===== config.mk =====
export PLATFORM = sky130hd
export DESIGN_NAME = fb_read_scheduler_flat
export DESIGN_NICKNAME = d
export VERILOG_FILES = /design/src/rtl/fb_read_scheduler_if.sv /design/src/rtl/fb_read_scheduler.sv /design/src/flat_wrapper.sv
export SDC_FILE = /design/constraint.sdc
export NUM_CORES = 1
export LEC_CHECK = 0
export ABC_AREA = 0
export ABC_CLOCK_PERIOD_IN_PS = 2600
export CAP_MARGIN = 15
export CORE_MARGIN = 2
export CORE_UTILIZATION = 35
export DETAILED_ROUTE_END_ITERATION = 16
export GPL_TIMING_DRIVEN = 0
export PLACE_DENSITY = 0.72
export SYNTH_ARGS = -nofsm -noshare
export SYNTH_HDL_FRONTEND = slang
export SYNTH_SLANG_ARGS = --single-unit

===== constraint.sdc =====
create_clock -name mem_clock -period 2.6 [get_ports mem_clock]
set_clock_uncertainty 0.05 [all_clocks]
set_input_delay 0.52 -clock mem_clock [delete_from_list [all_inputs] [get_ports mem_clock]]
set_output_delay 0.52 -clock mem_clock [all_outputs]
set_load 0.05 [all_outputs]

===== src/rtl/fb_read_scheduler_if.sv =====
// rtl/fb_read_scheduler_if.sv - memory read port and display FIFO write port bundle
//
// Purpose : groups the burst read port (request/ack/address/length/data) and the
//           display FIFO write side into one bundle.
// Modports: master - the scheduler (drives requests and FIFO writes)
//           slave  - memory read port plus FIFO (acks, returns data, reports level)
// Signals : rd_req/rd_ack/rd_addr/rd_len  burst request handshake
//           rd_data_valid/rd_data          returned read beats
//           fifo_flush/fifo_wr/fifo_din    FIFO clear and write port
//           fifo_wrusedw                   FIFO fill level, write side
interface fb_read_scheduler_if #(
   parameter int ADDR_W  = 28,
   parameter int LEVEL_W = 11
);
   logic               rd_req;
   logic               rd_ack;
   logic [ADDR_W-1:0]  rd_addr;
   logic [8:0]         rd_len;
   logic               rd_data_valid;
   logic [31:0]        rd_data;
   logic               fifo_flush;
   logic               fifo_wr;
   logic [31:0]        fifo_din;
   logic [LEVEL_W-1:0] fifo_wrusedw;

   modport master (
      output rd_req, rd_addr, rd_len, fifo_flush, fifo_wr, fifo_din,
      input  rd_ack, rd_data_valid, rd_data, fifo_wrusedw
   );

   modport slave (
      input  rd_req, rd_addr, rd_len, fifo_flush, fifo_wr, fifo_din,
      output rd_ack, rd_data_valid, rd_data, fifo_wrusedw
   );
endinterface


===== src/rtl/fb_read_scheduler.sv =====
// rtl/fb_read_scheduler.sv - fills the display read FIFO from a double-buffered frame store
//
// Purpose : on each display frame start (rd_load), flushes the FIFO, selects the most
//           recently completed write bank and fetches one full source frame in
//           fixed-length bursts whenever the FIFO has room. One burst outstanding.
// Ports   : mem_clock, reset_n   clock and asynchronous active-low reset
//           rd_load               display vsync level (asynchronous, synchronised here)
//           wr_frame_done/wr_bank writer finished a frame in wr_bank (one-cycle pulse)
//           bus (master)          burst read port and display FIFO write port
//           rd_bank               bank currently being read
//           frame_active          high from FLUSH until the last frame word is written
//           timeout_err           sticky burst timeout flag
// Option  : FB_RD_TIMEOUT_EN - abort a burst that has not completed within TIMEOUT
//           cycles of entering DATA; without it timeout_err is tied 0.
module fb_read_scheduler #(
   parameter int                H_PIXELS    = 800,
   parameter int                V_LINES     = 480,
   parameter int                BURST_LEN   = 64,
   parameter int                FIFO_DEPTH  = 1024,
   parameter int                LEVEL_W     = 11,
   parameter int                ADDR_W      = 28,
   parameter logic [ADDR_W-1:0] FRAME_BASE0 = '0,
   parameter logic [ADDR_W-1:0] FRAME_BASE1 = 'h0200000,
   parameter int                TIMEOUT     = 4096
) (
   input  logic                mem_clock,
   input  logic                reset_n,
   input  logic                rd_load,
   input  logic                wr_frame_done,
   input  logic                wr_bank,
   fb_read_scheduler_if.master bus,
   output logic                rd_bank,
   output logic                frame_active,
   output logic                timeout_err
);

   localparam int FRAME_WORDS = H_PIXELS * V_LINES;
   localparam int IDX_W       = $clog2(FRAME_WORDS + 1);
   localparam int ROOM_MAX    = FIFO_DEPTH - BURST_LEN - 4;

   typedef enum logic [2:0] {IDLE, FLUSH, WAIT_ROOM, REQ, DATA, DONE} state_t;

   state_t           state, state_nxt;
   logic             load_s1, load_s2, load_s3;
   logic             load_rise;
   logic             restart_pend;
   logic             restart_now;
   logic             take_restart;
   logic             bank_valid;
   logic             next_bank;
   logic [IDX_W-1:0] word_idx;
   logic [8:0]       beat_cnt;
   logic             beat_in;
   logic             last_beat;
   logic             frame_end;
   logic             room_ok;
   logic             tmo_fire;
   logic [31:0]      remaining;
   logic [8:0]       len_calc;
   logic [ADDR_W-1:0] base_sel;

   // The edge detected this cycle counts as pending, so a restart decision can be
   // taken in the same cycle the edge appears (3 cycles after the rd_load edge).
   assign load_rise   = load_s2 & ~load_s3;
   assign restart_now = restart_pend | load_rise;

   assign beat_in   = (state == DATA) && bus.rd_data_valid;
   assign last_beat = beat_in && (beat_cnt == 9'd1);
   assign frame_end = last_beat && (word_idx == IDX_W'(FRAME_WORDS - 1));
   assign room_ok   = (bus.fifo_wrusedw <= LEVEL_W'(ROOM_MAX));

   assign remaining = 32'(FRAME_WORDS) - 32'(word_idx);
   assign len_calc  = (remaining < 32'(BURST_LEN)) ? 9'(remaining) : 9'(BURST_LEN);
   assign base_sel  = rd_bank ? FRAME_BASE1 : FRAME_BASE0;

`ifdef FB_RD_TIMEOUT_EN
   localparam int TMO_W = $clog2(TIMEOUT + 1);

   logic [TMO_W-1:0] tmo_cnt;
   logic             tmo_err_q;

   // A beat landing on the final cycle still completes the burst normally.
   assign tmo_fire    = (state == DATA) && !last_beat && (tmo_cnt == TMO_W'(TIMEOUT - 1));
   assign timeout_err = tmo_err_q;

   always_ff @(posedge mem_clock or negedge reset_n) begin
      if (!reset_n) begin
         tmo_cnt   <= '0;
         tmo_err_q <= 1'b0;
      end else begin
         if ((state == REQ) && bus.rd_ack) begin
            tmo_cnt <= '0;
         end else if (state == DATA) begin
            tmo_cnt <= tmo_cnt + 1'b1;
         end
         if (tmo_fire) begin
            tmo_err_q <= 1'b1;
         end
      end
   end
`else
   assign tmo_fire    = 1'b0;
   assign timeout_err = 1'b0;
`endif

   always_ff @(posedge mem_clock or negedge reset_n) begin
      if (!reset_n) begin
         state <= IDLE;
      end else begin
         state <= state_nxt;
      end
   end

   always_comb begin
      state_nxt      = state;
      take_restart   = 1'b0;
      bus.rd_req     = 1'b0;
      bus.fifo_flush = 1'b0;
      case (state)
         IDLE, DONE: begin
            if (restart_now) begin
               state_nxt    = FLUSH;
               take_restart = 1'b1;
            end
         end
         FLUSH: begin
            bus.fifo_flush = 1'b1;
            state_nxt      = WAIT_ROOM;
         end
         WAIT_ROOM: begin
            if (restart_now) begin
               state_nxt    = FLUSH;
               take_restart = 1'b1;
            end else if (room_ok) begin
               state_nxt = REQ;
            end
         end
         REQ: begin
            bus.rd_req = 1'b1;
            if (bus.rd_ack) begin
               state_nxt = DATA;
            end
         end
         DATA: begin
            // A pending restart waits for the burst boundary; bursts are never cut short.
            if (last_beat) begin
               if (restart_now) begin
                  state_nxt    = FLUSH;
                  take_restart = 1'b1;
               end else if (frame_end) begin
                  state_nxt = DONE;
               end else begin
                  state_nxt = WAIT_ROOM;
               end
            end else if (tmo_fire) begin
               state_nxt = IDLE;
            end
         end
         default: state_nxt = IDLE;
      endcase
   end

   always_ff @(posedge mem_clock or negedge reset_n) begin
      if (!reset_n) begin
         load_s1      <= 1'b0;
         load_s2      <= 1'b0;
         load_s3      <= 1'b0;
         restart_pend <= 1'b0;
         bank_valid   <= 1'b0;
         next_bank    <= 1'b0;
         rd_bank      <= 1'b0;
         word_idx     <= '0;
         beat_cnt     <= '0;
         bus.rd_addr  <= '0;
         bus.rd_len   <= '0;
         bus.fifo_wr  <= 1'b0;
         bus.fifo_din <= '0;
         frame_active <= 1'b0;
      end else begin
         load_s1 <= rd_load;
         load_s2 <= load_s1;
         load_s3 <= load_s2;

         if (take_restart) begin
            restart_pend <= 1'b0;
         end else if (load_rise) begin
            restart_pend <= 1'b1;
         end

         if (wr_frame_done) begin
            next_bank  <= wr_bank;
            bank_valid <= 1'b1;
         end

         // A completion pulse coinciding with the restart decision wins over the latch.
         if (take_restart) begin
            if (wr_frame_done) begin
               rd_bank <= wr_bank;
            end else if (bank_valid) begin
               rd_bank <= next_bank;
            end
         end

         if (take_restart) begin
            word_idx <= '0;
         end else if (beat_in) begin
            word_idx <= word_idx + 1'b1;
         end

         if ((state == REQ) && bus.rd_ack) begin
            beat_cnt <= bus.rd_len;
         end else if (beat_in) begin
            beat_cnt <= beat_cnt - 1'b1;
         end

         // Address and length are captured on entry to REQ and held until the ack.
         if ((state == WAIT_ROOM) && (state_nxt == REQ)) begin
            bus.rd_addr <= base_sel + ADDR_W'({word_idx, 2'b00});
            bus.rd_len  <= len_calc;
         end

         bus.fifo_wr <= beat_in;
         if (beat_in) begin
            bus.fifo_din <= bus.rd_data;
         end

         if (take_restart) begin
            frame_active <= 1'b1;
         end else if (frame_end || tmo_fire) begin
            frame_active <= 1'b0;
         end
      end
   end

endmodule


===== src/flat_wrapper.sv =====
// flat-port wrapper written by rule: the top's interface ports become plain ports
module fb_read_scheduler_flat 
#(
   parameter int                H_PIXELS    = 800,
   parameter int                V_LINES     = 480,
   parameter int                BURST_LEN   = 64,
   parameter int                FIFO_DEPTH  = 1024,
   parameter int                LEVEL_W     = 11,
   parameter int                ADDR_W      = 28,
   parameter logic [ADDR_W-1:0] FRAME_BASE0 = '0,
   parameter logic [ADDR_W-1:0] FRAME_BASE1 = 'h0200000,
   parameter int                TIMEOUT     = 4096
)
  (mem_clock, reset_n, rd_load, wr_frame_done, wr_bank, rd_bank, frame_active, timeout_err, bus_rd_req, bus_rd_addr, bus_rd_len, bus_fifo_flush, bus_fifo_wr, bus_fifo_din, bus_rd_ack, bus_rd_data_valid, bus_rd_data, bus_fifo_wrusedw);
  fb_read_scheduler_if #(.ADDR_W(ADDR_W), .LEVEL_W(LEVEL_W)) bus_i ();
  input  logic mem_clock;
  input  logic reset_n;
  input  logic rd_load;
  input  logic wr_frame_done;
  input  logic wr_bank;
  output logic rd_bank;
  output logic frame_active;
  output logic timeout_err;
  output wire logic [$bits(bus_i.rd_req)-1:0] bus_rd_req;
  output wire logic [$bits(bus_i.rd_addr)-1:0] bus_rd_addr;
  output wire logic [$bits(bus_i.rd_len)-1:0] bus_rd_len;
  output wire logic [$bits(bus_i.fifo_flush)-1:0] bus_fifo_flush;
  output wire logic [$bits(bus_i.fifo_wr)-1:0] bus_fifo_wr;
  output wire logic [$bits(bus_i.fifo_din)-1:0] bus_fifo_din;
  input wire logic [$bits(bus_i.rd_ack)-1:0] bus_rd_ack;
  input wire logic [$bits(bus_i.rd_data_valid)-1:0] bus_rd_data_valid;
  input wire logic [$bits(bus_i.rd_data)-1:0] bus_rd_data;
  input wire logic [$bits(bus_i.fifo_wrusedw)-1:0] bus_fifo_wrusedw;
  assign bus_rd_req = bus_i.rd_req;
  assign bus_rd_addr = bus_i.rd_addr;
  assign bus_rd_len = bus_i.rd_len;
  assign bus_fifo_flush = bus_i.fifo_flush;
  assign bus_fifo_wr = bus_i.fifo_wr;
  assign bus_fifo_din = bus_i.fifo_din;
  assign bus_i.rd_ack = bus_rd_ack;
  assign bus_i.rd_data_valid = bus_rd_data_valid;
  assign bus_i.rd_data = bus_rd_data;
  assign bus_i.fifo_wrusedw = bus_fifo_wrusedw;
  fb_read_scheduler #(.H_PIXELS(H_PIXELS), .V_LINES(V_LINES), .BURST_LEN(BURST_LEN), .FIFO_DEPTH(FIFO_DEPTH), .LEVEL_W(LEVEL_W), .ADDR_W(ADDR_W), .FRAME_BASE0(FRAME_BASE0), .FRAME_BASE1(FRAME_BASE1), .TIMEOUT(TIMEOUT)) u_core (.mem_clock(mem_clock), .reset_n(reset_n), .rd_load(rd_load), .wr_frame_done(wr_frame_done), .wr_bank(wr_bank), .bus(bus_i), .rd_bank(rd_bank), .frame_active(frame_active), .timeout_err(timeout_err));
endmodule

Word-level counts from Yosys, hierarchy flattened
Cells that the tools add are included.

Register bits after elaboration: 109. Latch bits: 0. Memory bits (writable): 0. ROM bits: 0. Input bits: 50. Output and inout port bits: 75. Word-level logic and storage cells: 71. Memories: 0.

Add/sub/neg operators: 4. Multiply operators: 0. Divide/modulo/power cells: 0. Order comparisons: 2. Eq/ne operators: 8. Shift-type cells: 0. Mux-type cells: 25. Bitwise operators: 3. Reduce and logical (&&, ||, !) cells: 14.

Operators with widths (number): $mux W19 (2); $lt A32 B7 Y1 const B (1); $add A28 B21 Y28 (1); $mux W9 (3); $mux W22 (1); $mux W3 (7); $sub A19 B19 Y20 const A (1); $add A19 B1 Y19 const B (1); $eq A19 B19 Y1 const B (1); $pmux W3 S5 (1); $le A11 B10 Y1 const B (1); $mux W1 (10); $reduce_bool A2 Y1 (5); $eq A3 B2 Y1 const B (3); $eq A9 B1 Y1 const B (1); $sub A9 B1 Y9 const B (1); $eq A3 B3 Y1 const B (2); $logic_and A1 B1 Y1 (5); $eq A3 B1 Y1 const B (1); $logic_not A3 Y1 (1); $reduce_or A3 Y1 (1); $pmux W1 S2 (1); $reduce_and A2 Y1 (1); $reduce_or A2 Y1 (1); other kinds (3) (3).

Longest topological paths before layout
Word-level depth: 10. Gate-level depth with buffers: 10. Mapped depth without buffers: 8.

Least setup slack after synthesis
OpenSTA, ideal clock, no wires.

Kind: reg2reg. Start point: reg u_core.word_idx[0]. End point: reg u_core.bus.rd_len[6]. Library setup time: 125 ps. Arrival: 2082 ps. Setup slack: 343 ps. Stages on the path, launching flop included: 9. Buffers on the path: 0. Cells stage by stage: dfrtp_1 -> inv_1 -> ha_1 -> or3b_4 -> nor3_2 -> xnor2_1 -> nor4_2 -> nand4_2 -> mux2_2.

Cells in the longest elaborated chain, start to end: 8.

RTL lines: start, declared (RTL line fb_read_scheduler.sv:51) `logic [IDX_W-1:0] word_idx;`; start signal, assigned (RTL line fb_read_scheduler.sv:207) `word_idx <= word_idx + 1'b1;`; parallel branches: the longest is 8 deep, another holds $lt A32 B7 Y1; end signal, assigned (RTL line fb_read_scheduler.sv:219) `bus.rd_len <= len_calc;`; end, declared (RTL line fb_read_scheduler_if.sv:27) `output rd_req, rd_addr, rd_len, fifo_flush, fifo_wr, fifo_din,`.

Several ways; the timed one is not identified. A chain may end at the register's enable or synchronous reset.

Worst setup path after layout
Start point: in bus_fifo_wrusedw[5]. End point: reg u_core.bus.rd_addr[18].

Cells in the longest elaborated chain, start to end: 6.

RTL lines: start, declared (RTL line flat_wrapper.sv:33) `input wire logic [$bits(bus_i.fifo_wrusedw)-1:0] bus_fifo_wrusedw;`; $le A11 B10 Y1 (RTL line fb_read_scheduler.sv:70) `assign room_ok = (bus.fifo_wrusedw <= LEVEL_W'(ROOM_MAX));`; $mux W3 (RTL line fb_read_scheduler.sv:134) `end else if (room_ok) begin`; $mux W3 (RTL line fb_read_scheduler.sv:131) `if (restart_now) begin`; $pmux W3 S5 (RTL line fb_read_scheduler.sv:119) `case (state)`; $eq A3 B2 Y1 (RTL line fb_read_scheduler.sv:217) `if ((state == WAIT_ROOM) && (state_nxt == REQ)) begin`; $logic_and A1 B1 Y1 (RTL line fb_read_scheduler.sv:217); end signal, assigned (RTL line fb_read_scheduler.sv:218) `bus.rd_addr <= base_sel + ADDR_W'({word_idx, 2'b00});`; end, declared (RTL line fb_read_scheduler_if.sv:27).

Every way passes these cells.

==> results.json <==
{
  "outcome": "completed",
  "grt_pass1_vias": 3899,
  "drc": 0,
  "clock_latency_ns": 0.35,
  "grt_pass1_wl_um": 19700,
  "drt-total-wl_um": 12500,
  "cts_max_path_buffers": 2,
  "die_h_um": 122,
  "syn_to_final_growth_pct": 37.1,
  "r2r_slack_ns": 0.11,
  "use_met2_pct": 27.9,
  "netlist_top_cells_count": "131 x nand2_1, 101 x dfrtp_1, 34 x nor2_1",
  "synth_edf_count": 0,
  "first_pass_iters": 5,
  "max_slew.worst_pin.slew_ns": 0.681,
  "gp_congestion": 0.883,
  "diodes": 0,
  "totalNegativeSetupSlack_ns": 0,
  "ys_ff_latch": 101,
  "report.final.setup_viol": 0,
  "switching_share_pct": 41.4,
  "cts_max_level": 3,
  "via_count": 4041,
  "cts_hold_buf": 0,
  "crit_type": "input port to flop",
  "drt-initial-drc-count": 319,
  "antenna_found_initial": 0,
  "synthTopCellsByArea": "dfrtp_1 52%, nand2_1 10%, mux2_2 4.7%",
  "hold_ws_ns": 0.145,
  "power.density_nw_per_um2": 966,
  "final_nets": 682,
  "cp.arrival_ns": 2.73,
  "die_area_sq_um": 14800,
  "cp.required_ns": 2.79,
  "post-route-period-util_pct": 97.9,
  "io_buffers": 115,
  "cts_made_buffers": 9,
  "async_flop_share_pct": 100,
  "r2r-end": "u_core.bus.rd_len[6]",
  "fin_crit_ns": 2.55,
  "avgRoutedWirePerCell_um": 15.4,
  "worst-path-max-fanout": 10,
  "grt_usage_pct": 17.0,
  "vdd_ir_drop_max_uv": 664,
  "ys_seq_area_share_pct": 52.2,
  "top_usage_layer": "met2",
  "hold_viol_final": 0,
  "synth.most_common_cell": "nand2_1",
  "internal_power_w": 0.00376,
  "fin_util_pct": 49.5,
  "rr_startpoint": "u_core.word_idx[0]",
  "use_met3_pct": 5.01,
  "synth_cell_type_count": 57,
  "dp.cells": 791,
  "hpwlAfterDp_um": 9090,
  "fp.coreArea_sq_um": 13400,
  "worst_setup_path_start_kind": "input port",
  "finalMaxSlewViolations": 0,
  "synth_warnings": 0,
  "ctsRootBufferMaster": "clkbuf_16",
  "r2r_cells": 8,
  "clock-sinks": 101,
  "max_freq_mhz": 393,
  "slew-limit-headroom_pct": 54.2,
  "syn_inst": 491,
  "ys.flop_type": "dfrtp_1",
  "yosys.area.top_type": "dfrtp_1",
  "avgSynthCellArea_sq_um": 9.86,
  "num_rows": 42,
  "final_cells": 809,
  "die_width_um": 122,
  "grt_max_degree": 57,
  "viasPerCell": 5.00,
  "path_clk_slew_ns": 0.07,
  "clkPwrFrac_pct": 22.7,
  "drive_gt1_share_pct": 14.1,
  "cts_tree": "built",
  "final_antenna_net_count": 0,
  "p_seq_share_pct": 34.1,
  "p_comb_share_pct": 43.1,
  "worst_setup_path_end_kind": "flop",
  "yosysTopAreaCellShare_pct": 52.2,
  "p_leak_nw": 3.06,
  "hold_class": "input port to asynchronous set/reset pin",
  "io_pins": 125,
  "netlist_area_sq_um": 4840,
  "grt_overflow": 0,
  "start_util_pct": 36.1,
  "p_switching_w": 0.00266,
  "max_cap_violations": 0,
  "grt_use_met1_pct": 21.7
}
[area by class of cell]
type / instances / area (sq um)
sequential: 101 / 2530
clock buffer: 10 / 239
timing repair buffer: 118 / 1190
inverter: 13 / 50.0
multi-input combinational: 347 / 2090
buffer: 38 / 239
clock inverter: 6 / 86.3
tap: 176 / 220
fill: 1231 / 6760
[placed cells by master, fill, tap and decap left out, types with 5 or more instances in the layout]
cell / count
nand2_1: 131
clkdlybuf4s50_1: 112
dfrtp_1: 99
nor2_1: 34
mux2_2: 20
buf_4: 15
o21ai_0: 15
xnor2_1: 12
inv_1: 11
clkbuf_1: 11
xor2_1: 10
buf_2: 9
conb_1: 9
clkbuf_16: 9
nor3_1: 7
a21oi_1: 7
nand3_1: 7
o31ai_1: 7
a221o_1: 6
buf_6: 5
nand2b_1: 5
nor4_1: 5
and3_1: 5
[state kept, by name, indices dropped and copies added, names as in the netlist, 3 cells and up]
name,count
u_core.bus.rd_addr,20
u_core.beat_cnt,9
u_core.word_idx,19
u_core.bus.rd_len,9
u_core.bus.fifo_din,32
u_core.state,3
[routing by layer]
metal  up-vias  share of wire (%)
met4         0                1.2
met1      1975                 43
met5         -                  0
met3        11                6.0
met2       134                 50
li1       1921                  -
[worst max path at each step]
stage	startpoint	end	slack (ns)	cells past startpoint
floorplan	u_core.word_idx[0]	u_core.bus.rd_len[6]	0.34	8
global placement	reset_n	u_core.bus.fifo_din[18]	-2.76	1
detailed placement	bus_rd_data_valid	u_core.bus.rd_len[5]	-0.33	10
CTS	bus_rd_data_valid	u_core.bus.rd_len[5]	0.03	10
global route	bus_fifo_wrusedw[3]	u_core.bus.rd_addr[18]	-0.008	7
finish	bus_fifo_wrusedw[5]	u_core.bus.rd_addr[18]	0.05	7
[power by group through the flow]
stage          sequential, W  clock [W]  combinational, W
3_3_place_gp         0.00217          0           0.00268
4_1_cts              0.00217    0.00151           0.00275
2_1_floorplan        0.00306          0          0.000932
6_report             0.00219    0.00146           0.00277
5_1_grt              0.00223    0.00157           0.00296
3_5_place_dp         0.00220          0           0.00275
[cell families after synthesis]
| logic type | share of synthesized area [%] |
|---|---|
| mux | 4.65 |
| compound gates | 9.77 |
| simple gates | 22.3 |
| other cells | 0.0774 |
| fa+ha+maj | 1.03 |
| xor+xnor | 3.98 |
| flops | 52.2 |
| buf+inv | 5.97 |
[stage by stage]
| step | setup WS (ns) | cell area [sq um] | total power (W) |
|---|---|---|---|
| after detailed placement | -0.329 | 6270 | 0.00495 |
| final | 0.0547 | 6640 | 0.00641 |
| after floorplan | 0.343 | 4870 | 0.00399 |
| after global placement | -2.76 | 6240 | 0.00486 |
| after CTS | 0.0334 | 6590 | 0.00643 |
| after global routing | -0.00777 | 6640 | 0.00676 |
[critical path: stages]
cell,delay (ns)
clkdlybuf4s50_1,0.46
a41oi_1,0.12
o311ai_0,0.42
a21boi_0,0.23
o2111ai_2,0.36
buf_4,0.26
mux2_2,0.35
[repair_timing]
| item | 4_1_cts | 5_1_grt |
|---|---|---|
| endpoints found under the setup margin | 2 | 26 |
| gates cloned | 0 | 1 |
| pin swaps | 0 | 2 |
| gates resized for setup | 2 | 12 |
| setup buffers | 0 | 1 |
No activity file was read; power rests on OpenSTA's default activity.
